`config.mk`:
```
export PLATFORM = sky130hd
export DESIGN_NAME = uart_rx_word_packer_flat
export DESIGN_NICKNAME = d
export VERILOG_FILES = /design/src/rtl/uart_rx_word_packer_if.sv /design/src/rtl/uart_rx_word_packer.sv /design/src/flat_wrapper.sv
export SDC_FILE = /design/constraint.sdc
export NUM_CORES = 1
export LEC_CHECK = 0
export CORE_MARGIN = 4
export CORE_UTILIZATION = 34
export DETAILED_ROUTE_END_ITERATION = 10
export DONT_BUFFER_PORTS = 1
export GPL_ROUTABILITY_DRIVEN = 0
export MAX_ROUTING_LAYER = met4
export PLACE_DENSITY = 0.59
export REMOVE_ABC_BUFFERS = 1
export SYNTH_ARGS = -nofsm -noshare
export SYNTH_HDL_FRONTEND = slang
export SYNTH_SLANG_ARGS = --single-unit
```
`constraint.sdc`:
```
create_clock -name clk -period 5.95 [get_ports clk]
set_clock_uncertainty 0.1 [all_clocks]
set_input_delay 1.4875 -clock clk [delete_from_list [all_inputs] [get_ports clk]]
set_output_delay 1.4875 -clock clk [all_outputs]
set_load 0.01 [all_outputs]
```
`src/rtl/uart_rx_word_packer_if.sv`:
```
// ---------------------------------------------------------------------------
// uart_rx_word_packer_if
//
// Purpose:
//   Valid/ready word stream between the UART word packer and whatever consumes
//   packed 32-bit words (CPU loader or MMIO read port).
//
// Signals:
//   word_out   - packed word, first received byte in [31:24]
//   word_valid - word_out holds a complete word
//   word_ready - consumer accepts the word on this edge
//
// Modports:
//   master - the packer, which produces words
//   slave  - the consumer, which accepts words
// ---------------------------------------------------------------------------
interface uart_rx_word_packer_if;
    logic [31:0] word_out;
    logic        word_valid;
    logic        word_ready;

    modport master (
        output word_out,
        output word_valid,
        input  word_ready
    );

    modport slave (
        input  word_out,
        input  word_valid,
        output word_ready
    );
endinterface

```
`src/rtl/uart_rx_word_packer.sv`:
```
// ---------------------------------------------------------------------------
// uart_rx_word_packer
//
// Purpose:
//   Sits directly behind the UART byte receiver. Good bytes are buffered in a
//   byte FIFO. They are then packed four at a time into 32-bit words, with the
//   first byte in the most-significant lane. Each word is offered on a
//   valid/ready stream. Bytes with a framing error are dropped and counted.
//   Good bytes that arrive while the FIFO is full are dropped, and a sticky
//   overflow flag is raised.
//
// Parameters:
//   DEPTH        - byte FIFO depth (power of two, >= 2)
//
// Ports:
//   clk          - clock
//   rstn         - synchronous, active-low reset
//   i_rx_data    - received byte, meaningful only while i_rx_valid is high
//   i_rx_valid   - one-cycle byte strobe from the receiver
//   i_rx_ferr    - framing error for the byte strobed this cycle
//   i_flush      - discard all buffered and partially packed bytes
//   i_clear_err  - clear o_ferr_count and o_overflow
//   word_bus     - packed word stream (master side)
//   o_fifo_level - number of bytes currently held in the FIFO
//   o_overflow   - sticky flag: a good byte was lost to a full FIFO
//   o_ferr_count - saturating count of bytes dropped for framing errors
// ---------------------------------------------------------------------------
module uart_rx_word_packer #(
    parameter int DEPTH = 16
) (
    input  logic                   clk,
    input  logic                   rstn,
    input  logic [7:0]             i_rx_data,
    input  logic                   i_rx_valid,
    input  logic                   i_rx_ferr,
    input  logic                   i_flush,
    input  logic                   i_clear_err,
    uart_rx_word_packer_if.master  word_bus,
    output logic [$clog2(DEPTH):0] o_fifo_level,
    output logic                   o_overflow,
    output logic [7:0]             o_ferr_count
);

    localparam int PW = $clog2(DEPTH);
    localparam int LW = PW + 1;
    localparam logic [LW-1:0] FULL_LEVEL = LW'(DEPTH);

    typedef enum logic {
        S_COLLECT,
        S_HOLD
    } state_t;

    // FIFO storage and bookkeeping
    logic [7:0]    r_mem [DEPTH];
    logic [PW-1:0] r_wptr;
    logic [PW-1:0] r_rptr;
    logic [LW-1:0] r_count;

    // Packer state
    state_t        r_state;
    logic [1:0]    r_idx;
    logic [7:0]    r_lane0;
    logic [7:0]    r_lane1;
    logic [7:0]    r_lane2;
    logic [31:0]   r_word_out;
    logic          r_word_valid;

    // Error reporting
    logic          r_overflow;
    logic [7:0]    r_ferr_count;

    // Per-edge events
    logic          w_pop;
    logic          w_room;
    logic          w_good;
    logic          w_push;
    logic          w_drop;
    logic          w_ferr_evt;
    logic [7:0]    w_pop_data;

    // Pops are decided from the pre-edge level. A byte written on this edge
    // therefore cannot also be popped on it, so there is no bypass path.
    // The room test counts a same-edge pop as freeing a slot. This lets a
    // full FIFO keep streaming while the packer drains it.
    assign w_pop      = (r_state == S_COLLECT) && (r_count != '0) && !i_flush;
    assign w_room     = (r_count < FULL_LEVEL) || w_pop;
    assign w_good     = i_rx_valid && !i_rx_ferr && !i_flush;
    assign w_push     = w_good && w_room;
    assign w_drop     = w_good && !w_room;
    assign w_ferr_evt = i_rx_valid && i_rx_ferr;
    assign w_pop_data = r_mem[r_rptr];

    // Byte storage. This block has no reset because the pointers alone
    // decide which entries are meaningful.
    always_ff @(posedge clk) begin
        if (rstn && w_push) begin
            r_mem[r_wptr] <= i_rx_data;
        end
    end

    // FIFO pointers and occupancy. The pointers wrap naturally. The level is
    // kept as its own register so that it can be output directly and can
    // represent both 0 and DEPTH. A flush returns everything to the empty
    // state.
    always_ff @(posedge clk) begin
        if (!rstn) begin
            r_wptr  <= '0;
            r_rptr  <= '0;
            r_count <= '0;
        end else if (i_flush) begin
            r_wptr  <= '0;
            r_rptr  <= '0;
            r_count <= '0;
        end else begin
            if (w_push) begin
                r_wptr <= r_wptr + 1'b1;
            end
            if (w_pop) begin
                r_rptr <= r_rptr + 1'b1;
            end
            case ({w_push, w_pop})
                2'b10:   r_count <= r_count + 1'b1;
                2'b01:   r_count <= r_count - 1'b1;
                default: r_count <= r_count;
            endcase
        end
    end

    // Packer FSM. In COLLECT it takes one byte per edge into lane r_idx.
    // The fourth byte goes straight into the registered word together with
    // the three stored lanes. The FSM then waits in HOLD until the consumer
    // takes the word. A flush abandons any partial word and the offered
    // word. word_out itself keeps its value, so the bus does not glitch.
    always_ff @(posedge clk) begin
        if (!rstn) begin
            r_state      <= S_COLLECT;
            r_idx        <= '0;
            r_lane0      <= '0;
            r_lane1      <= '0;
            r_lane2      <= '0;
            r_word_out   <= '0;
            r_word_valid <= 1'b0;
        end else if (i_flush) begin
            r_state      <= S_COLLECT;
            r_idx        <= '0;
            r_word_valid <= 1'b0;
        end else begin
            case (r_state)
                S_COLLECT: begin
                    if (w_pop) begin
                        case (r_idx)
                            2'd0: r_lane0 <= w_pop_data;
                            2'd1: r_lane1 <= w_pop_data;
                            2'd2: r_lane2 <= w_pop_data;
                            2'd3: begin
                                r_word_out   <= {r_lane0, r_lane1, r_lane2, w_pop_data};
                                r_word_valid <= 1'b1;
                                r_state      <= S_HOLD;
                            end
                            default: r_lane0 <= r_lane0;
                        endcase
                        // The increment wraps 3 -> 0 as the word completes.
                        r_idx <= r_idx + 1'b1;
                    end
                end
                S_HOLD: begin
                    if (r_word_valid && word_bus.word_ready) begin
                        r_word_valid <= 1'b0;
                        r_state      <= S_COLLECT;
                    end
                end
                default: begin
                    r_state <= S_COLLECT;
                end
            endcase
        end
    end

    // Error counters. Flush does not affect them. A counted event on the same
    // edge as clear_err takes priority, so that a single fresh error is never
    // lost to a clear.
    always_ff @(posedge clk) begin
        if (!rstn) begin
            r_ferr_count <= '0;
            r_overflow   <= 1'b0;
        end else begin
            if (w_ferr_evt) begin
                if (i_clear_err) begin
                    r_ferr_count <= 8'd1;
                end else if (r_ferr_count != 8'hFF) begin
                    r_ferr_count <= r_ferr_count + 1'b1;
                end
            end else if (i_clear_err) begin
                r_ferr_count <= '0;
            end

            if (w_drop) begin
                r_overflow <= 1'b1;
            end else if (i_clear_err) begin
                r_overflow <= 1'b0;
            end
        end
    end

    assign word_bus.word_out   = r_word_out;
    assign word_bus.word_valid = r_word_valid;
    assign o_fifo_level        = r_count;
    assign o_overflow          = r_overflow;
    assign o_ferr_count        = r_ferr_count;

endmodule

```
`src/flat_wrapper.sv`:
```
// flat-port wrapper written by rule: the top's interface ports become plain ports
module uart_rx_word_packer_flat 
#(
    parameter int DEPTH = 16
)
  (clk, rstn, i_rx_data, i_rx_valid, i_rx_ferr, i_flush, i_clear_err, o_fifo_level, o_overflow, o_ferr_count, word_bus_word_out, word_bus_word_valid, word_bus_word_ready);
  uart_rx_word_packer_if word_bus_i ();
  input  logic clk;
  input  logic rstn;
  input  logic [7:0] i_rx_data;
  input  logic i_rx_valid;
  input  logic i_rx_ferr;
  input  logic i_flush;
  input  logic i_clear_err;
  output logic [$clog2(DEPTH):0] o_fifo_level;
  output logic o_overflow;
  output logic [7:0] o_ferr_count;
  output wire logic [$bits(word_bus_i.word_out)-1:0] word_bus_word_out;
  output wire logic [$bits(word_bus_i.word_valid)-1:0] word_bus_word_valid;
  input wire logic [$bits(word_bus_i.word_ready)-1:0] word_bus_word_ready;
  assign word_bus_word_out = word_bus_i.word_out;
  assign word_bus_word_valid = word_bus_i.word_valid;
  assign word_bus_i.word_ready = word_bus_word_ready;
  uart_rx_word_packer #(.DEPTH(DEPTH)) u_core (.clk(clk), .rstn(rstn), .i_rx_data(i_rx_data), .i_rx_valid(i_rx_valid), .i_rx_ferr(i_rx_ferr), .i_flush(i_flush), .i_clear_err(i_clear_err), .word_bus(word_bus_i), .o_fifo_level(o_fifo_level), .o_overflow(o_overflow), .o_ferr_count(o_ferr_count));
endmodule
```
==> metrics.txt <==
# TYPE chip_impl_metric gauge
chip_impl_metric{name="power_density",unit="mW/mm²"} 306
chip_impl_info{name="result_of_the_run",value="finished clean"} 1
chip_impl_metric{name="maxSlewViolCount",unit=""} 0
chip_impl_metric{name="vias_per_cell",unit=""} 4.91
chip_impl_metric{name="fin_crit",unit="ns"} 3.66
chip_impl_metric{name="max-vdd-ir-drop",unit="µV"} 174
chip_impl_metric{name="power_frac_clock",unit=""} 0.457
chip_impl_info{name="end_kind",value="register"} 1
chip_impl_metric{name="critical_path.max_fanout",unit=""} 8
chip_impl_metric{name="layout.cells.non_filler",unit=""} 979
chip_impl_metric{name="total_congestion_overflow",unit=""} 0
chip_impl_metric{name="pin_count_of_the_biggest_net_entering_global_routing",unit=""} 65
chip_impl_metric{name="placeableCoreArea",unit="mm²"} 0.0251
chip_impl_metric{name="layout-area-overhead-vs-synth",unit="%"} 11.4
chip_impl_metric{name="post_route_cells_drive_above_1_share",unit=""} 0.0724
chip_impl_metric{name="cts-resized-gates",unit=""} 0
chip_impl_info{name="timing.critical_path.slowest_stage_cell",value="nor3b_2"} 1
chip_impl_metric{name="cts_clock_pin_slew_for_the_worst_setup_and_hold_paths",unit="ns"} 0.06
chip_impl_metric{name="design.die.area",unit="mm²"} 0.0281
chip_impl_metric{name="r2r_cells",unit=""} 11
chip_impl_metric{name="worst_skew_pair.late_latency",unit="ns"} 0.50
chip_impl_metric{name="post-route-period-util",unit=""} 0.614
chip_impl_metric{name="power.switching",unit="µW"} 570
chip_impl_metric{name="slew-limit-headroom",unit=""} 0.276
chip_impl_metric{name="i_o_pin_count",unit=""} 62
chip_impl_metric{name="power.leakage",unit="nW"} 3.01
chip_impl_metric{name="synth_seq_cells",unit=""} 214
chip_impl_metric{name="synth-edff-count",unit=""} 128
chip_impl_metric{name="syn_area_per_cell",unit="µm²"} 13.6
chip_impl_metric{name="wl",unit="µm"} 17400
chip_impl_metric{name="power.internal",unit="mW"} 2.38
chip_impl_metric{name="max_stage_delay",unit="ns"} 0.45
chip_impl_metric{name="clk_path_buf_depth",unit=""} 3
chip_impl_metric{name="grtUsageTotal",unit=""} 0.125
chip_impl_metric{name="ys_seq_area_frac",unit=""} 0.643
chip_impl_metric{name="fin_tns_setup",unit="ns"} 0
chip_impl_metric{name="report.final.setup_viol",unit=""} 0
chip_impl_metric{name="cts_hold_buffers",unit=""} 0
chip_impl_metric{name="route.detailed.wl_per_inst",unit="µm"} 17.8
chip_impl_metric{name="worst-endpoint-arrival",unit="ns"} 3.98
chip_impl_metric{name="dr.pass1.iters",unit=""} 5
chip_impl_info{name="critPathLaunchType",value="input port"} 1
chip_impl_metric{name="finalHoldViolCount",unit=""} 0
chip_impl_metric{name="multiInputGateArea",unit="mm²"} 0.00285
chip_impl_metric{name="ys.warnings.count",unit=""} 0
chip_impl_metric{name="dr.first_iter.drc_count",unit=""} 350
chip_impl_metric{name="ys_async_sr_fraction",unit=""} 0
chip_impl_metric{name="place_inst",unit=""} 938
chip_impl_metric{name="grt_antenna_before_repair",unit=""} 0
chip_impl_metric{name="layout.filler_cells",unit=""} 2339
chip_impl_metric{name="cts_inserted_buffers",unit=""} 24
chip_impl_metric{name="worstMarginPinSlew",unit="ns"} 1.08
chip_impl_metric{name="hpwl",unit="µm"} 11500
chip_impl_metric{name="chipWidth",unit="µm"} 168
chip_impl_metric{name="switching_share",unit=""} 0.193
chip_impl_metric{name="vertical_die_dimension",unit="µm"} 168
chip_impl_metric{name="final_antenna_net_count",unit=""} 0
chip_impl_info{name="setup.worst_path.class",value="input port to register"} 1
chip_impl_metric{name="floorplan.rows",unit=""} 58
chip_impl_metric{name="number_of_nets_in_the_finished_design",unit=""} 663
chip_impl_metric{name="io_buffers",unit=""} 0
chip_impl_metric{name="syn-instance-count",unit=""} 635
chip_impl_metric{name="via_count_of_the_first_global_routing_pass",unit=""} 4952
chip_impl_metric{name="synthDistinctLibCells",unit=""} 44
chip_impl_metric{name="seq_power_share",unit=""} 0.533
chip_impl_metric{name="max_cap_viol_count",unit=""} 0
chip_impl_metric{name="grt_first_pass_wirelength",unit="µm"} 27300
chip_impl_info{name="synth_flop_cell",value="edfxtp_1"} 1
chip_impl_metric{name="postCtsSetupRepairBufs",unit=""} 0
chip_impl_info{name="hold_class",value="register to register"} 1
chip_impl_metric{name="n_diodes",unit=""} 0
chip_impl_metric{name="fmax",unit="MHz"} 274
chip_impl_info{name="tritoncts",value="done"} 1
chip_impl_metric{name="clkSinkCount",unit=""} 214
chip_impl_metric{name="worst-endpoint-required",unit="ns"} 6.27
chip_impl_metric{name="seq_area",unit="mm²"} 0.00557
chip_impl_info{name="worstPathCellList",value="nand2b_1 > nor3b_2 > inv_2 > ha_1 > xor2_1 > ha_1 > a211o_1 > a21oi_1 > a221oi_1 > or3_1 > a21oi_1"} 1
chip_impl_metric{name="pwr-share-comb",unit=""} 0.010
chip_impl_info{name="cts.root.buffer_cell",value="clkbuf_16"} 1
chip_impl_metric{name="min_delay_path_depth",unit=""} 2
chip_impl_metric{name="drc",unit=""} 0
chip_impl_metric{name="cts_htree_levels",unit=""} 1
chip_impl_info{name="rsz0062_at_grt",value="no"} 1
chip_impl_metric{name="initial_utilization",unit=""} 0.345
chip_impl_metric{name="vias",unit=""} 4811
chip_impl_metric{name="synth.cell_area",unit="mm²"} 0.00866
==> power groups by stage <==
stage / combinational, mW / clock (mW) / sequential, mW
3_3_place_gp: 0.0283 / 0 / 1.61
5_1_grt: 0.0319 / 1.45 / 1.57
6_report: 0.0291 / 1.35 / 1.57
4_1_cts: 0.0294 / 1.39 / 1.57
2_1_floorplan: 0.0221 / 0 / 1.61
3_5_place_dp: 0.0293 / 0 / 1.61
==> worst max-delay path, delay by kind of cell <==
kind                     cells  cell delay, ns
AO/OA/AOI/OAI                4            0.65
buffers and inverters        1            0.17
XOR/XNOR                     1            0.18
adder cells (fa/ha/maj)      2            0.57
AND/OR/NAND/NOR              3            0.93
==> final timing paths <==
check	startpoint	to	slack, ns
worst max-delay path	i_rx_ferr	u_core.o_fifo_level[4]	2.29
worst min-delay path	u_core.r_lane1[1]	u_core.word_bus.word_out[17]	0.36
worst max register to register	u_core.o_fifo_level[1]	u_core.o_fifo_level[4]	2.92
worst min register to register	u_core.r_lane1[1]	u_core.word_bus.word_out[17]	0.36
==> layer usage <==
| metal | global-route usage | part of all wire |
|---|---|---|
| met1 | 0.148 | 0.41 |
| met2 | 0.210 | 0.49 |
| met3 | 0.0352 | 0.075 |
| met4 | 0.0381 | 0.030 |
| met5 | - | 0 |
==> logic make-up (layout without fill, tap and decap cells) <==
kind of cell,count (synthesis),in the layout,share of synthesized area
flops,214,214,0.643
simple gates,210,210,0.102
compound gates,82,82,0.0676
mux,58,58,0.126
buf+inv,44,58,0.0286
fa+ha+maj,14,14,0.0202
xor+xnor,13,13,0.0132
==> metrics by stage <==
stage	hold slack [ns]	util	power [mW]	cell area, µm²	worst slack [ns]
6_report	0.355	0.384	2.95	9650	2.29
5_1_grt	0.380	0.384	3.06	9650	2.11
4_1_cts	0.359	0.384	2.99	9650	2.33
3_5_place_dp	0.350	0.355	1.64	8920	1.80
3_3_place_gp	0.346	0.355	1.63	8920	1.86
2_1_floorplan	0.331	-	1.63	8440	2.07
==> area by class of cell <==
cell class | instances | area share
sequential | 214 | 0.577
multi-input combinational | 377 | 0.295
clock buffer | 33 | 0.0711
tap | 330 | 0.0428
timing repair buffer | 8 | 0.00623
clock inverter | 8 | 0.00454
inverter | 9 | 0.00350
==> synthesized netlist by cell type, types with 6 or more instances <==
master    count  area (µm²)
mux2i_1      26         260
nor3_1        7        35.0
edfxtp_1    128        3840
xor2_1        6        52.6
a21oi_1       9        45.0
mux4_1       29         762
clkbuf_1     18        67.6
nand2_1     137         514
dfxtp_1      86        1720
xnor2_1       7        61.3
a21boi_1     54         405
o21ai_0       7        35.0
nor2_1       36         135
buf_6         6        67.6
inv_1         8        30.0
ha_1         14         175
==> placed cells by master (no fill, tap or decap), types with 2 or more instances in the layout <==
| master | Yosys | final |
|---|---|---|
| a21boi_0 | 2 | 2 |
| a21boi_1 | 54 | 54 |
| a21oi_1 | 9 | 9 |
| and2_1 | 3 | 3 |
| buf_4 | 4 | 8 |
| clkbuf_1 | 18 | 5 |
| clkbuf_16 | 0 | 25 |
| clkbuf_8 | 0 | 3 |
| clkinv_1 | 0 | 3 |
| clkinv_2 | 0 | 3 |
| dfxtp_1 | 86 | 86 |
| edfxtp_1 | 128 | 128 |
| ha_1 | 14 | 14 |
| inv_1 | 8 | 8 |
| mux2i_1 | 26 | 26 |
| mux4_1 | 29 | 29 |
| mux4_2 | 3 | 3 |
| nand2_1 | 137 | 137 |
| nand2b_1 | 5 | 5 |
| nand3_1 | 3 | 3 |
| nand3b_1 | 3 | 3 |
| nand4_1 | 4 | 4 |
| nor2_1 | 36 | 36 |
| nor3_1 | 7 | 7 |
| nor4_1 | 5 | 5 |
| o21ai_0 | 7 | 7 |
| o32ai_1 | 2 | 2 |
| or3_1 | 2 | 2 |
| xnor2_1 | 7 | 7 |
| xor2_1 | 6 | 6 |
==> sequential cells by signal, summed over array words and instances, names as in the netlist, named ones only <==
register / flops
u_core.r_mem: 128
u_core.word_bus.word_out: 32
u_core.o_ferr_count: 8
u_core.r_lane0: 8
u_core.r_lane1: 8
u_core.r_lane2: 8
u_core.o_fifo_level: 5
u_core.r_rptr: 4
u_core.r_wptr: 4
u_core.r_idx: 2
u_core.o_overflow: 1
u_core.r_state: 1
u_core.word_bus.word_valid: 1
No activity file was read; power rests on OpenSTA's default activity.
